$ cat src/rtl/gray_sync_rx.sv
// rtl/gray_sync_rx.sv - Gray pointer receiver: synchronizer, binary decode, increment accumulator
// Sticky err flags multi-bit Gray transitions; ovf flags accumulator saturation.
module gray_sync_rx #(
   parameter int WIDTH       = 4,
   parameter int SYNC_STAGES = 2
) (
   input  logic             clk,
   input  logic             reset,
   input  logic [WIDTH-1:0] gray_in,
   input  logic             clr_err,
   output logic [WIDTH-1:0] bin_out,
   output logic [WIDTH-1:0] delta,
   output logic             delta_valid,
   input  logic             delta_ready,
   output logic             err,
   output logic             ovf
);

   logic [WIDTH-1:0] sync_q [SYNC_STAGES];
   logic [WIDTH-1:0] g_cur;
   logic [WIDTH-1:0] g_prev;
   logic [WIDTH-1:0] b_cur;
   logic [WIDTH-1:0] inc;
   logic [WIDTH-1:0] base;
   logic [WIDTH-1:0] diff;
   logic [WIDTH:0]   sum;
   logic             xfer;
   logic             multi_bit;
   logic             sat;

   function automatic logic [WIDTH-1:0] gray2bin(input logic [WIDTH-1:0] g);
      logic [WIDTH-1:0] b;
      b[WIDTH-1] = g[WIDTH-1];
      for (int i = WIDTH - 2; i >= 0; i--) begin
         b[i] = b[i+1] ^ g[i];
      end
      return b;
   endfunction

   // Plain flop chain: nothing may sit between stages or metastability settles poorly.
   always_ff @(posedge clk or posedge reset) begin
      if (reset) begin
         for (int i = 0; i < SYNC_STAGES; i++) begin
            sync_q[i] <= '0;
         end
      end else begin
         sync_q[0] <= gray_in;
         for (int i = 1; i < SYNC_STAGES; i++) begin
            sync_q[i] <= sync_q[i-1];
         end
      end
   end

   assign g_cur       = sync_q[SYNC_STAGES-1];
   assign delta_valid = (delta != '0);

   always_comb begin
      b_cur     = gray2bin(g_cur);
      inc       = b_cur - bin_out;
      xfer      = delta_valid & delta_ready;
      base      = xfer ? '0 : delta;
      sum       = {1'b0, base} + {1'b0, inc};
      sat       = sum[WIDTH];
      diff      = g_cur ^ g_prev;
      // Clearing the lowest set bit leaves something only if two or more bits changed.
      multi_bit = |(diff & (diff - WIDTH'(1)));
   end

   always_ff @(posedge clk or posedge reset) begin
      if (reset) begin
         g_prev  <= '0;
         bin_out <= '0;
         delta   <= '0;
         err     <= 1'b0;
         ovf     <= 1'b0;
      end else begin
         g_prev  <= g_cur;
         bin_out <= b_cur;
         delta   <= sat ? '1 : sum[WIDTH-1:0];
         err     <= multi_bit | (err & ~clr_err);
         ovf     <= sat | (ovf & ~clr_err);
      end
   end

endmodule

$ cat config.mk
export PLATFORM = sky130hd
export DESIGN_NAME = gray_sync_rx
export DESIGN_NICKNAME = d
export VERILOG_FILES = /design/src/rtl/gray_sync_rx.sv
export SDC_FILE = /design/constraint.sdc
export NUM_CORES = 1
export LEC_CHECK = 0
export ABC_AREA = 1
export BUFFER_PORTS_ARGS = -buffer_cell sky130_fd_sc_hd__buf_2
export CAP_MARGIN = 25
export CORE_ASPECT_RATIO = 0.75
export CORE_MARGIN = 3
export CORE_UTILIZATION = 53
export DETAILED_ROUTE_END_ITERATION = 10
export PLACE_DENSITY = 0.77
export SYNTH_ARGS = -nofsm -noshare
export SYNTH_HDL_FRONTEND = slang
export SYNTH_SLANG_ARGS = --single-unit
$ cat constraint.sdc
create_clock -name clk -period 2.7 [get_ports clk]
set_input_delay 0.135 -clock clk [delete_from_list [all_inputs] [get_ports clk]]
set_output_delay 0.135 -clock clk [all_outputs]
set_load 0.02 [all_outputs]
==> run summary <==
================================================================================
H-Tree Depth                                                                   1
Endpoint type of the worst setup path                                  flip-flop
DR WL/cell                                                              12.69 um
Unique masters post-synth                                                     18
Largest net degree at the start of global routing                             22
Via-to-Cell Ratio                                                          4.880
Total nets after synthesis                                                   130
Delay of the slowest cell on the worst path                              0.46 ns
Worst setup SP type                                                    flip-flop
CP delay by family, top                                              adder cells
Transition time at the pin with the least slew margin                  0.7681 ns
Cells after synthesis                                                        113
Sequential area share after synthesis                                     0.5079
Total chip power                                                       0.9938 mW
Library cell used as clock root buffer                              sky130_fd_sc_hd__clkbuf_4
Cells along the critical path                                       nand2_1, nand3_2, nand2_2, nand2_2, nand2_2, inv_2, ha_1, inv_2, fa_2, fa_2, nand2_2, nand2_2, a21oi_4, nand3_1
Via count of the first global-routing pass                                   813
Final net count                                                              163
Final hold violation count                                                     0
Synthesis warning total                                                        0
F_max                                                                 0.3941 GHz
Number of antenna violations at the first check in global routing              0
Clock tree from TritonCTS                                                   done
Number of max-capacitance violations reported                                  0
Die span in y                                                           44.27 um
Util after Layout                                                         0.7231
Status                                                                 completed
Post-route fraction of the period consumed by the critical path           0.9397
Detailed placement HPWL                                                  1526 um
Die area                                                            0.002524 sq mm
Commonest non-fill, non-tap cell in the layout                      sky130_fd_sc_hd__nand2_1
Required time of the worst setup path                                    2.92 ns
Worst-skew pair later-pin latency                                        0.32 ns
Synthesis-stage register bit count                                            21
DRC violation total after the first TritonRoute iteration                     18
Worst EP arrival                                                         2.75 ns
Antenna Diode Count                                                            0
Core box area                                                       0.001789 sq mm
Remaining antenna violation count after routing                                0
Total congestion overflow after global routing                                 0
Crit path buffers/inverters                                                    2
Slowest stage cell, crit path                                       sky130_fd_sc_hd__dfrtp_1
Slew headroom                                                             0.4873
CTS buffer count                                                               3
Top-level port count                                                          19
Largest fanout of any net on the critical path                                 5
Pins Over Slew Limit                                                           0
Proportion of layout cells with a drive suffix above 1                    0.2897
Number of clock sinks                                                         21
Global-route wire length before repair                                   3415 um
Commonest non-fill, non-tap cells in the layout                     sky130_fd_sc_hd__nand2_1, sky130_fd_sc_hd__inv_1, sky130_fd_sc_hd__dfrtp_1
Overall global routing resource usage                                     0.1849
Post-synthesis area per instance                                     9.157 sq um
Critical Path Most Common Cell                                      sky130_fd_sc_hd__nand2_2
Hold Crit Class                                                        in -> reg
Setup-failing EPs final                                                        0
Unrepaired setup endpoints after global routing                            false
Initial DRT Pass Iterations                                                    4
Skew final                                                           0.004382 ns
Initial Util                                                              0.5783
Combined area of all synthesized cells                              0.001035 sq mm
Port-buffer cells                                                             18
Clock transition at path regs                                            0.12 ns
Worst Setup Path Type                                                 reg -> reg
Power density over cell area                                        768.2 mW/mm^2
Fill cell instance count of the final layout                                 140
Max rail drop VDD                                                    0.0004323 V
Time the worst path needs with I/O delays and setup                     2.537 ns
Remaining design rule violation count                                          0
Routability-driven placement congestion ratio                             0.8148
Routed Wire Length                                                       2119 um
Width of the chip                                                       57.02 um
Leakage power                                                          0.7234 nW
Routed via count                                                             815
# rows                                                                        13
Layout area overhead                                                      25.03%
Max Root-Sink Buffers                                                          2
================================================================================
## cell families after synthesis
kind of cell             synth area share
AND/OR/NAND/NOR                    0.1862
buffers and inverters             0.09795
flip-flops                         0.5079
AO/OA/AOI/OAI                     0.05925
adder cells (fa/ha/maj)            0.1233
XOR/XNOR                          0.02540
## report_power, final
group / leakage [nW] / internal [mW] / switching [mW]
Combinational: 0.469 / 0.176 / 0.263
Clock: 0.0139 / 0.0567 / 0.104
Sequential: 0.241 / 0.367 / 0.0274
## cell usage after synthesis
cell type,count,area share
sky130_fd_sc_hd__a21o_1,1,0.0073
sky130_fd_sc_hd__a21oi_1,7,0.034
sky130_fd_sc_hd__a21oi_2,1,0.0085
sky130_fd_sc_hd__buf_4,1,0.0073
sky130_fd_sc_hd__dfrtp_1,21,0.51
sky130_fd_sc_hd__fa_1,2,0.039
sky130_fd_sc_hd__ha_1,7,0.085
sky130_fd_sc_hd__inv_1,23,0.083
sky130_fd_sc_hd__inv_2,2,0.0073
sky130_fd_sc_hd__nand2_1,28,0.10
sky130_fd_sc_hd__nand2_2,3,0.018
sky130_fd_sc_hd__nand3_1,7,0.034
sky130_fd_sc_hd__nand3_2,2,0.019
sky130_fd_sc_hd__nand4_1,1,0.0060
sky130_fd_sc_hd__nor2_1,2,0.0073
sky130_fd_sc_hd__o21ai_0,2,0.0097
sky130_fd_sc_hd__xnor2_1,1,0.0085
sky130_fd_sc_hd__xor2_1,2,0.017
## routing by layer
metal | up-vias | GRT usage | part of all wire
li1 | 408 | - | -
met1 | 384 | 0.2105 | 0.42
met2 | 21 | 0.3144 | 0.51
met3 | 2 | 0.05831 | 0.053
met4 | 0 | 0.1019 | 0.010
met5 | - | 0 | 0
## what timing repair did
item | 4_1_cts | 5_1_grt
hold buffers | 6 | 0
setup endpoints to repair | 5 | 5
pin swaps | 3 | 4
resized for setup | 3 | 7
endpoints found under the hold margin | 26 | 0
setup buffers | 3 | 1
## cell type report
| cell class | instances | area (sq um) | share of cell area |
|---|---|---|---|
| Timing Repair Buffer | 29 | 187.7 | 0.1451 |
| Tap cell | 22 | 27.53 | 0.02128 |
| Multi-Input combinational cell | 66 | 429.2 | 0.3317 |
| Clock inverter | 1 | 7.507 | 0.005803 |
| Clock buffer | 3 | 22.52 | 0.01741 |
| Sequential cell | 21 | 525.5 | 0.4062 |
| Inverter | 25 | 93.84 | 0.07253 |
## final timing paths
check,start,endpoint,slack [ns],cells past startpoint
max,g_cur[2]$_DFF_PP0_,delta[3]$_DFF_PP0_,0.16,14
min,delta_ready,delta[0]$_DFF_PP0_,0.36,5
max reg2reg,g_cur[2]$_DFF_PP0_,delta[3]$_DFF_PP0_,0.16,14
min reg2reg,sync_q[6]$_DFF_PP0_,g_cur[2]$_DFF_PP0_,0.37,0
max in group asynchronous,reset,sync_q[5]$_DFF_PP0_,1.74,3
min in group asynchronous,reset,bin_out[2]$_DFF_PP0_,0.48,3
## worst min-delay path: stages
cell and delay, ns:
sky130_fd_sc_hd__buf_2 0.12, sky130_fd_sc_hd__a21oi_1 0.17, sky130_fd_sc_hd__ha_1 0.14, sky130_fd_sc_hd__inv_1 0.03, sky130_fd_sc_hd__nand2_1 0.05
## sequential cells by signal, indices dropped and copies added, names as in the netlist
register / flops
bin_out: 4
delta: 4
g_cur: 4
sync_q: 4
g_prev: 3
err: 1
ovf: 1
## metrics by stage
step | setup TNS [ns] | instances | instance area, sq um | worst slack [ns] | hold WS [ns]
after detailed placement | -0.2382 | 153 | 1152 | -0.07488 | 0.2447
final | 0 | 167 | 1294 | 0.1628 | 0.3550
after floorplan | 0 | 113 | 1035 | 0.2360 | 0.1115
after global placement | 0 | 153 | 1152 | 0.0007856 | 0.2431
after CTS | 0 | 166 | 1275 | 0.002274 | 0.3467
after global routing | 0 | 167 | 1294 | 0.01164 | 0.3704
Note: power is estimated with default switching activity, not from simulation.
